**src/rtl/spi_ser_pkg.sv**
```systemverilog
// Shared definitions for the SPI frame serializer: width helpers and FSM encoding.
// SPI_SER_PARITY_EN widens the frame by one trailing even-parity bit.
package spi_ser_pkg;

  typedef enum logic [1:0] {
    IDLE  = 2'd0,
    SHIFT = 2'd1,
    ABORT = 2'd2
  } ser_state_t;

  function automatic int clog2(input int value);
    int r;
    r = 0;
    for (int i = 0; i < 31; i++) begin
      if ((1 << i) < value) r = i + 1;
    end
    return r;
  endfunction

  function automatic int frame_w(input int opw, input int addrw);
`ifdef SPI_SER_PARITY_EN
    return 2 + opw + addrw;
`else
    return 1 + opw + addrw;
`endif
  endfunction

endpackage

```
**src/rtl/spi_ser_fifo.sv**
```systemverilog
// Small power-of-two request FIFO; a push while full is refused even if a pop
// happens in the same cycle.
module spi_ser_fifo
  import spi_ser_pkg::*;
#(
  parameter int W     = 25,
  parameter int DEPTH = 2
) (
  input  logic         clk,
  input  logic         rst_n,
  input  logic         push,
  input  logic [W-1:0] push_data,
  input  logic         pop,
  output logic [W-1:0] pop_data,
  output logic         full,
  output logic         empty
);

  localparam int AW = clog2(DEPTH);
  localparam int CW = clog2(DEPTH + 1);

  logic [W-1:0]  mem [DEPTH];
  logic [AW-1:0] wr_ptr;
  logic [AW-1:0] rd_ptr;
  logic [CW-1:0] count;
  logic          do_push;
  logic          do_pop;

  assign full     = (count == CW'(DEPTH));
  assign empty    = (count == '0);
  assign do_push  = push && !full;
  assign do_pop   = pop && !empty;
  assign pop_data = mem[rd_ptr];

  always_ff @(posedge clk or negedge rst_n) begin
    if (!rst_n) begin
      wr_ptr <= '0;
      rd_ptr <= '0;
      count  <= '0;
    end else begin
      if (do_push) wr_ptr <= wr_ptr + AW'(1);
      if (do_pop)  rd_ptr <= rd_ptr + AW'(1);
      case ({do_push, do_pop})
        2'b10:   count <= count + CW'(1);
        2'b01:   count <= count - CW'(1);
        default: count <= count;
      endcase
    end
  end

  // Storage needs no reset; occupancy is tracked by count.
  always_ff @(posedge clk) begin
    if (do_push) mem[wr_ptr] <= push_data;
  end

endmodule

```
**src/rtl/spi_frame_serializer.sv**
```systemverilog
// SPI-slave transmit serializer: queues {opcode, addr} requests and shifts
// {start, opcode, addr[, parity]} frames out on miso. Optional: SPI_SER_PARITY_EN.
//
// state | meaning
// IDLE  | waiting for a shift edge with cs active and a queued request
// SHIFT | frame in flight, one bit per shift edge
// ABORT | cs dropped mid-frame; one clk to report err, then IDLE
module spi_frame_serializer
  import spi_ser_pkg::*;
#(
  parameter int ADDRW     = 23,
  parameter int OPW       = 2,
  parameter int DEPTH     = 2,
  parameter int SHIFT_NEG = 1,
  parameter int MSB_FIRST = 1
) (
  input  logic             clk,
  input  logic             rst_n,
  input  logic             spi_clk,
  input  logic             n_cs,
  input  logic             valid_in,
  output logic             ready_out,
  input  logic [OPW-1:0]   opcode,
  input  logic [ADDRW-1:0] addr,
  output logic             miso,
  output logic             busy,
  output logic             done,
  output logic             err
);

  localparam int FRAME_W = frame_w(OPW, ADDRW);
  localparam int CNTW    = clog2(FRAME_W + 1);
  localparam int DW      = OPW + ADDRW;

  logic [1:0]         spi_sync;
  logic [1:0]         ncs_sync;
  logic               spi_prev;
  logic               shift_edge;
  logic               ncs_last;
  logic               cs_act;
  logic               full;
  logic               empty;
  logic               start;
  logic [DW-1:0]      head;
  logic [FRAME_W-1:0] frame;
  logic [FRAME_W-1:0] frame_sh;
  logic [FRAME_W-1:0] sr;
  logic [FRAME_W-1:0] sr_sh;
  logic               first_bit;
  logic               next_bit;
  logic [CNTW-1:0]    cnt;
  ser_state_t         state;

  assign ready_out = !full;
  assign start     = (state == IDLE) && shift_edge && cs_act && !empty;

  spi_ser_fifo #(
    .W     (DW),
    .DEPTH (DEPTH)
  ) u_fifo (
    .clk       (clk),
    .rst_n     (rst_n),
    .push      (valid_in),
    .push_data ({opcode, addr}),
    .pop       (start),
    .pop_data  (head),
    .full      (full),
    .empty     (empty)
  );

  always_ff @(posedge clk or negedge rst_n) begin
    if (!rst_n) begin
      spi_sync <= 2'b11;
      ncs_sync <= 2'b11;
      spi_prev <= 1'b1;
    end else begin
      spi_sync <= {spi_sync[0], spi_clk};
      ncs_sync <= {ncs_sync[0], n_cs};
      spi_prev <= spi_sync[1];
    end
  end

  assign shift_edge = (SHIFT_NEG != 0) ? (spi_prev && !spi_sync[1])
                                       : (!spi_prev && spi_sync[1]);

  // Chip select only counts once it has been stable across two shift edges,
  // which filters glitches shorter than an SPI period.
  always_ff @(posedge clk or negedge rst_n) begin
    if (!rst_n) begin
      ncs_last <= 1'b1;
      cs_act   <= 1'b0;
    end else if (shift_edge) begin
      ncs_last <= ncs_sync[1];
      if (ncs_sync[1] == ncs_last) cs_act <= !ncs_sync[1];
    end
  end

`ifdef SPI_SER_PARITY_EN
  assign frame = {1'b1, head, ^{1'b1, head}};
`else
  assign frame = {1'b1, head};
`endif

  always_comb begin
    first_bit = frame[0];
    next_bit  = sr[0];
    frame_sh  = frame >> 1;
    sr_sh     = sr >> 1;
    if (MSB_FIRST != 0) begin
      first_bit = frame[FRAME_W-1];
      next_bit  = sr[FRAME_W-1];
      frame_sh  = frame << 1;
      sr_sh     = sr << 1;
    end
  end

  always_ff @(posedge clk or negedge rst_n) begin
    if (!rst_n) begin
      state <= IDLE;
      sr    <= '0;
      cnt   <= '0;
      miso  <= 1'b0;
      busy  <= 1'b0;
      done  <= 1'b0;
      err   <= 1'b0;
    end else begin
      done <= 1'b0;
      err  <= 1'b0;
      case (state)
        IDLE: begin
          if (start) begin
            sr    <= frame_sh;
            miso  <= first_bit;
            cnt   <= CNTW'(FRAME_W - 1);
            busy  <= 1'b1;
            state <= SHIFT;
          end else if (shift_edge) begin
            miso <= 1'b0;
          end
        end
        SHIFT: begin
          // cs loss wins over a coincident shift edge
          if (!cs_act) begin
            state <= ABORT;
            err   <= 1'b1;
            miso  <= 1'b0;
            sr    <= '0;
            cnt   <= '0;
            busy  <= 1'b0;
          end else if (shift_edge) begin
            miso <= next_bit;
            sr   <= sr_sh;
            cnt  <= cnt - CNTW'(1);
            if (cnt == CNTW'(1)) begin
              done  <= 1'b1;
              busy  <= 1'b0;
              state <= IDLE;
            end
          end
        end
        ABORT:   state <= IDLE;
        default: state <= IDLE;
      endcase
    end
  end

endmodule

```
**config.mk**
```make
export PLATFORM = sky130hd
export DESIGN_NAME = spi_frame_serializer
export DESIGN_NICKNAME = d
export VERILOG_FILES = /design/src/rtl/spi_ser_pkg.sv /design/src/rtl/spi_ser_fifo.sv /design/src/rtl/spi_frame_serializer.sv
export SDC_FILE = /design/constraint.sdc
export NUM_CORES = 1
export LEC_CHECK = 0
export ABC_AREA = 1
export CAP_MARGIN = 20
export CORE_UTILIZATION = 50
export DETAILED_ROUTE_END_ITERATION = 6
export PLACE_DENSITY = 0.7
export SLEW_MARGIN = 20
export SYNTH_ARGS = -nofsm -noshare
export SYNTH_HDL_FRONTEND = slang
export SYNTH_HIERARCHICAL = 1
export SYNTH_SLANG_ARGS = --single-unit
```
**constraint.sdc**
```tcl
create_clock -name clk -period 4 [get_ports clk]
set_input_delay 0.8 -clock clk [delete_from_list [all_inputs] [get_ports clk]]
set_output_delay 0.8 -clock clk [all_outputs]
set_load 0.01 [all_outputs]
```
Yosys cells after proc, flatten, opt, wreduce, memory -nomap -nowiden
Memory sizes are Yosys's and may differ from the RTL's.
Cells that the tools add are included.
Widths: inputs -> output; s select.
Operators by class
  add/subtract/negate cells: 5
  equal/unequal tests: 10
  multiplexer cells: 32
  reductions and logical operators: 19
Operators with widths (count)
  $mux 26: 3
  $pmux 26 s2: 1
  $mux 1: 16
  $mux 5: 3
  $pmux 5 s2: 1
  $reduce_and 3->1: 3
  $mux 2: 4
  $pmux 2 s2: 2
  $logic_and 1x1->1: 6
  $ne 3x3->1 const B: 2
  $eq 5x1->1 const B: 1
  $sub 5x1->5 const B: 1
  $eq 2x1->1 const B: 2
  $eq 2x2->1 const B: 2
  $logic_not 1->1: 4
  $logic_not 2->1: 2
  $pmux 1 s2: 2
  $reduce_and 4->1: 1
  $reduce_bool 2->1: 2
  $ne 3x2->1 const B: 1
  $add 1x1->1 const B: 2
  $add 2x1->2 const B: 1
  $ne 2x1->1 const B: 1
  $reduce_and 2->1: 1
  other kinds (2): 2
Storage, ports and cells
  register bits after elaboration: 48
  memory bits (writable): 50
  bits of input ports: 30
  output and inout port bits: 5
  logic and storage cells: 82
  memories kept: 1
Memories
  u_fifo.mem: words 2, width 25, read ports 1, clocked after Yosys merged registers in 0, wr ports 1, RTL line spi_ser_fifo.sv:22  | logic [W-1:0] mem [DEPTH];

Logic depth before layout (Yosys ltp)
Gate-level depths: netlist (run 1).
  depth in word-level cells: 8
  gate-level depth with buffers: 14
  mapped depth without buffers: 14

Modules after synthesis
The synthesis (run 1) kept the hierarchy.
By module, submodules not included
  spi_frame_serializer: times used 1, cells each 287, area an instance 2132.0 um^2, sequential area each 1083.5 um^2
  spi_ser_fifo: times used 1, cells each 163, area an instance 2075.7 um^2, sequential area each 1601.5 um^2

Worst setup path after synthesis (run 1)
No wires, ideal clock.
  kind: input to register
  start point: in valid_in
  end point: mem u_fifo.mem[1][0] (enable)
  setup time: 407 ps
  arrival: 1931 ps
  required time: 3593 ps
  slack: 1662 ps
  stages: 2
  path buffers: 0
  cell sequence: o21ai_2 -> nor2_1
Between the ends
  cells in the longest elaborated chain, start to end: 3
RTL lines
  start, declared: RTL line spi_frame_serializer.sv:21  | input logic valid_in,
  $logic_and 1x1->1: RTL line spi_ser_fifo.sv:31  | assign do_push = push && !full;
  $mux 1: RTL line spi_ser_fifo.sv:53  | if (do_push) mem[wr_ptr] <= push_data;
  $mux 1 (implied by the code): RTL line spi_ser_fifo.sv:53
  end, declared: RTL line spi_ser_fifo.sv:22
Every way passes these cells.

Final worst setup path (run 1)
  start point: in valid_in
  end point: mem u_fifo.mem[0][24] (enable)
The elaborated chain is that of the path after synthesis.

==> flow_summary_export.csv, run 1 <==
group,metric,value,unit
outcome,outcome,"completed",
timing,setup_viol,0,
synth,synth_nets,483,
drt,drt_iter0_markers,124,
drt,antenna_left,0,
run,drv_cap,0,
synth,ys.flop_type,"edfxtp_1",
finish,fin_area,0.00475,mm^2
finish,nets,515,
worst_setup_path,cp.arrival,2.15,ns
timing,finalMaxSlewViolations,0,
clocking,clk_latency,0.37,ns
global_route,grt_usage,18.7,%
clocking,clockBufferDepth,2,
hold_path,hp-class,"reg2reg",
worst_setup_path,path_cells,"clkdlybuf4s50_1, nand3_1, clkinv_1",
synth,yosys_warnings,6,
synth,async_reset_ff_share,48.5,%
clocking,cts_buffers,9,
finish,syn_to_final_growth,13.0,%
worst_setup_path,ff2ff_setup_slack,1.93,ns
clocking,cts_tree,"done",
synth,synth_area_per_cell,9.35,um^2
worst_setup_path,crit_required,3.81,ns
drt,dr.pass1.iters,4,
floorplanning,num_rows,33,
timing,skew,0.0116,ns
worst_setup_path,crit_buf_inv,2,
clocking,post_cts_buffers,0,
clocking,path_clk_slew,0.09,ns
pwr,vdd_ir_drop_max,0.253,mV
timing,period_share,58.6,%
synth,synth_top_area_share,35.7,%
clocking,htree_levels,3,
drt,vias_per_cell,4.78,
synth,ys_seq_area_share,63.8,%
worst_setup_path,cp_max_fo,25,
floorplanning,ioPinCount,35,
timing,rsz0062_at_grt,"no",
global_route,grt_overflow,0,
floorplanning,die_area,0.00879,mm^2
finish,drive_above_1_share,9.24,%
synth,synth.cell_area,0.00421,mm^2
synth,yosys.area.top_type,"edfxtp_1",
global_route,grt_pass1_wl,12400,um
place,port_buffers,34,
clocking,cts_resized,0,
clocking,root_buffer,"clkbuf_8",
synth,yosysUniqueCellTypes,29,
pwr,total_power,3.15,mW
synth,ys_ff_latch,97,
worst_setup_path,end_kind,"register",
global_route,grt_max_degree,48,
pwr,power_density,662,mW/mm^2
floorplanning,dieHeight,93.7,um
global_route,antenna_found_initial,0,
timing,worst_pin_slew,0.977,ns
synth,synth_edf_count,50,
drt,drc,0,
place,place_congestion,0.739,
drt,num_vias,2832,
place,placed_area,0.00457,mm^2
worst_setup_path,critPathTopFamily,"buffers and inverters",
synth,synth.area.top_cells,"edfxtp_1 36%, dfrtp_1 24%, nand2_1 23%",
timing,hold_viol_final,0,
pwr,total_leakage_power,2.25,nW
floorplanning,start_util,51.5,%
global_route,grt_pass1_vias,2778,
floorplanning,core_area,0.00818,mm^2
drt,routedWlPerCell,11.8,um
worst_setup_path,slowest_stage,"clkinv_1",
timing,fmax,427,MHz
drt,totalWireLength,7010,um
place,dp_hpwl,4380,um
floorplanning,die_w,93.7,um
clocking,clock_sinks,97,
worst_setup_path,cp-start-kind,"primary input",
worst_setup_path,slowest_delay,0.77,ns
finish,antenna_cells,0,
timing,post-route-min-period,2.34,ns
synth,synthCells,450,
clocking,postCtsHoldBufs,0,
worst_setup_path,crit_type,"in2reg",
timing,timing.setup.tns,0,ns
timing,max-slew-margin-rel,34.5,%
## flip-flops by register name, indices dropped and copies added (netlist names), 2 cells and up
register      count
u_fifo/count      2
u_fifo/mem       50
ncs_sync          2
spi_sync          2
state             2
cnt               5
sr               25
## worst reg2reg max path, delay by kind of cell, from the launching register on
| kind | cells | cell delay, ns |
|---|---|---|
| buf+inv | 2 | 0.80 |
| flops | 1 | 0.46 |
| simple gates | 2 | 0.24 |
## layout by cell type, fill, tap and decap left out, types with 3 or more instances in the layout
cell type and instances:
inv_1 22, nor2_1 9, clkdlybuf4s50_1 33, o21ai_0 5, buf_4 4, dfrtp_1 41
clkbuf_8 9, nor2_2 4, edfxtp_1 50, nand2_2 4, a21oi_1 4, nand3_1 13
dfstp_2 6, nand2_1 254, inv_2 5, ha_1 3
## synth_stat cells, types with 2 or more instances
master / count
nand3_1: 13
dfstp_2: 6
buf_2: 2
buf_4: 5
o21ai_0: 5
buf_6: 6
edfxtp_1: 50
nand2_2: 4
inv_2: 5
a21oi_1: 4
inv_1: 23
nor2_2: 3
dfrtp_1: 41
nand2_1: 254
clkbuf_1: 3
ha_1: 3
inv_4: 2
nor2_1: 10
## worst paths after layout
check | startpoint | endpoint | cells past startpoint
min in group asynchronous | rst_n | u_fifo/wr_ptr | 1
min reg2reg | ncs_sync[0] | ncs_sync[1] | 0
min | ncs_sync[0] | ncs_sync[1] | 0
max in group asynchronous | rst_n | sr[22] | 1
max | valid_in | u_fifo/mem[0][24] | 3
max reg2reg | u_fifo/count[0] | u_fifo/mem[0][24] | 4
## where the power goes
group | switching [mW] | internal [mW] | total (mW)
Combinational | 0.663 | 0.367 | 1.03
Sequential | 0.167 | 1.36 | 1.53
Clock | 0.349 | 0.235 | 0.584
## final cells by class
class	instances	area [um^2]
flip-flops and latches	97	2690
well taps	105	131
clock buffers	10	128
multi-input cells	307	1280
fillers	722	3420
inverters	30	118
repair buffers	37	360
clock inverters	6	50.0
## kinds of logic after synthesis
| group | share of synthesized area (%) |
|---|---|
| fa+ha+maj | 0.892 |
| simple gates | 27.5 |
| buf+inv | 5.80 |
| flops | 63.8 |
| xor+xnor | 0.208 |
| compound gates | 1.78 |
## stage by stage
step | instances | utilization, % | hold WS, ns | setup slack, ns
2_1_floorplan | 450 | - | 0.345 | 1.66
3_3_place_gp | 576 | 55.9 | 0.350 | 1.44
3_5_place_dp | 576 | 55.9 | 0.350 | 1.36
4_1_cts | 592 | 58.1 | 0.367 | 1.68
5_1_grt | 592 | 58.1 | 0.369 | 1.52
6_report | 592 | 58.1 | 0.363 | 1.66
## routing by layer
metal | GRT usage (%) | part of all wire [%]
met1 | 21.8 | 45
met2 | 32.5 | 50
met3 | 4.61 | 3.6
met4 | 8.21 | 1.8
met5 | 0 | 0
Note: power is estimated with default switching activity, not from simulation.
==> inputs of run 2 (changes only) <==
Settings changed: PLACE_DENSITY 0.7 to 0.73.
Clock period 4 ns to 2 ns, I/O delays scaled along.
==> flow_summary_export.csv, run 2 (synthesis gave the netlist of run 1 again) <==
group,metric,value,unit
worst_setup_path,slowest_stage,"dfrtp_1",
global_route,grt_pass1_wl,12800,um
clocking,cts_resized,0,
finish,drive_above_1_share,10.3,%
drt,routedWlPerCell,12.2,um
clocking,clock_sinks,97,
worst_setup_path,crit_required,1.60,ns
timing,timing.setup.tns,0,ns
worst_setup_path,crit_buf_inv,2,
timing,rsz0062_at_grt,"no",
outcome,outcome,"completed",
place,port_buffers,34,
finish,largest_register_ffs,50,
worst_setup_path,end_kind,"output port",
place,dp_hpwl,4610,um
finish,syn_to_final_growth,16.1,%
floorplanning,die_area,0.00879,mm^2
timing,fmax,521,MHz
timing,hold_viol_final,0,
clocking,cts_buffers,9,
pwr,total_leakage_power,2.31,nW
drt,vias_per_cell,4.77,
floorplanning,num_rows,33,
drt,num_vias,2859,
timing,finalMaxSlewViolations,0,
finish,layout.cells.most_common,"nand2_1",
clocking,root_buffer,"clkbuf_8",
pwr,power_density,1360,mW/mm^2
finish,antenna_cells,0,
clocking,cts_tree,"done",
finish,largest_registers,"u_fifo/mem: 50 flops, sr: 25 flops, cnt: 5 flops",
floorplanning,die_w,93.7,um
global_route,grt_pass1_vias,2832,
timing,setup_viol,0,
worst_setup_path,crit_type,"reg2out",
drt,drc,0,
finish,most-common-layout-cells,"254 x nand2_1, 50 x edfxtp_1, 41 x dfrtp_1",
clocking,htree_levels,3,
run,drv_cap,0,
floorplanning,ioPinCount,35,
drt,drt_iter0_markers,163,
hold_path,hp-class,"reg2reg",
place,place_congestion,0.821,
clocking,path_clk_slew,0.09,ns
timing,worst_pin_slew,0.435,ns
timing,max-slew-margin-rel,71.0,%
worst_setup_path,critPathTopFamily,"buffers and inverters",
timing,period_share,96.0,%
pwr,total_power,6.66,mW
floorplanning,dieHeight,93.7,um
global_route,grt_overflow,0,
worst_setup_path,path_cells,"nor2_2, inv_1, clkdlybuf4s50_1",
global_route,grt_usage,19.3,%
worst_setup_path,cp.arrival,1.52,ns
clocking,clk_latency,0.36,ns
worst_setup_path,slowest_delay,0.47,ns
finish,nets,522,
worst_setup_path,cp-start-kind,"register",
floorplanning,core_area,0.00818,mm^2
timing,skew,0.0106,ns
clocking,clockBufferDepth,2,
worst_setup_path,cp_max_fo,5,
drt,totalWireLength,7300,um
finish,regMostFlops,"u_fifo/mem",
global_route,grt_max_degree,31,
global_route,antenna_found_initial,0,
floorplanning,start_util,51.5,%
finish,fillers,701,
clocking,post_cts_buffers,0,
pwr,vdd_ir_drop_max,0.567,mV
timing,post-route-min-period,1.92,ns
drt,antenna_left,0,
drt,dr.pass1.iters,4,
## run 2: cell count changes in the layout (fill, tap and decap cells not counted), moves of 2 or more
cell,delta
buf_4,+2
buf_12,+3
bufinv_16,+2
clkinvlp_4,+2
## run 2: timing repair
item / 4_1_cts / 5_1_grt
hold buffers: 1 / 0
endpoints found under the hold margin: 11 / 0
endpoints found under the setup margin: 0 / 0
## run 2: routing by layer
metal	share of wire, %	routed length [um]	GRT usage [%]
met3	3.1	229	4.45
met4	2.1	150	8.33
met1	45	3310	24.2
met5	0	0	0
met2	49	3610	31.9
## run 2: final timing paths
kind	cells after the start	slack [ns]	end	start
setup / recovery	3	0.08	ready_out	u_fifo/count[0]
hold / removal	0	0.36	spi_sync[1]	spi_sync[0]
setup reg to reg	13	0.19	u_fifo/count[1]	u_fifo/count[0]
hold reg to reg	0	0.36	spi_sync[1]	spi_sync[0]
max in group asynchronous	3	0.99	sr[15]	rst_n
min in group asynchronous	2	0.49	u_fifo/wr_ptr	rst_n
## run 2: worst reg2reg max path: cells and delay by family, from the launching register on
family	cells	cell delay, ns
adder cells (fa/ha/maj)	1	0.23
AND/OR/NAND/NOR	7	0.62
flip-flops	1	0.49
buffers and inverters	5	0.37
## run 2: layout make-up
cell class              count  area [um^2]  share of cell area [%]
clock buffers              10          128                    2.61
flip-flops and latches     97         2690                    55.0
multi-input cells         307         1280                    26.2
clock inverters             6         91.3                    1.87
inverters                  30          118                    2.41
well taps                 105          131                    2.69
repair buffers             44          450                    9.22
## run 2: per-stage QoR
step	instance area [um^2]	std cells	worst slack (ns)	hold slack (ns)	util, %
floorplan	4210	450	0.354	0.104	-
global placement	4660	582	0.279	0.346	56.9
detailed placement	4660	582	0.190	0.349	56.9
CTS	4880	599	0.0548	0.363	59.7
global route	4880	599	0.00428	0.366	59.7
finish	4880	599	0.0797	0.361	59.7
## run 2: power breakdown
group | switching (mW) | internal (mW) | leakage [nW]
clock network | 0.675 | 0.709 | 0.0991
logic | 1.45 | 0.821 | 1.16
registers | 0.284 | 2.72 | 1.05
total | 2.41 | 4.26 | 2.31
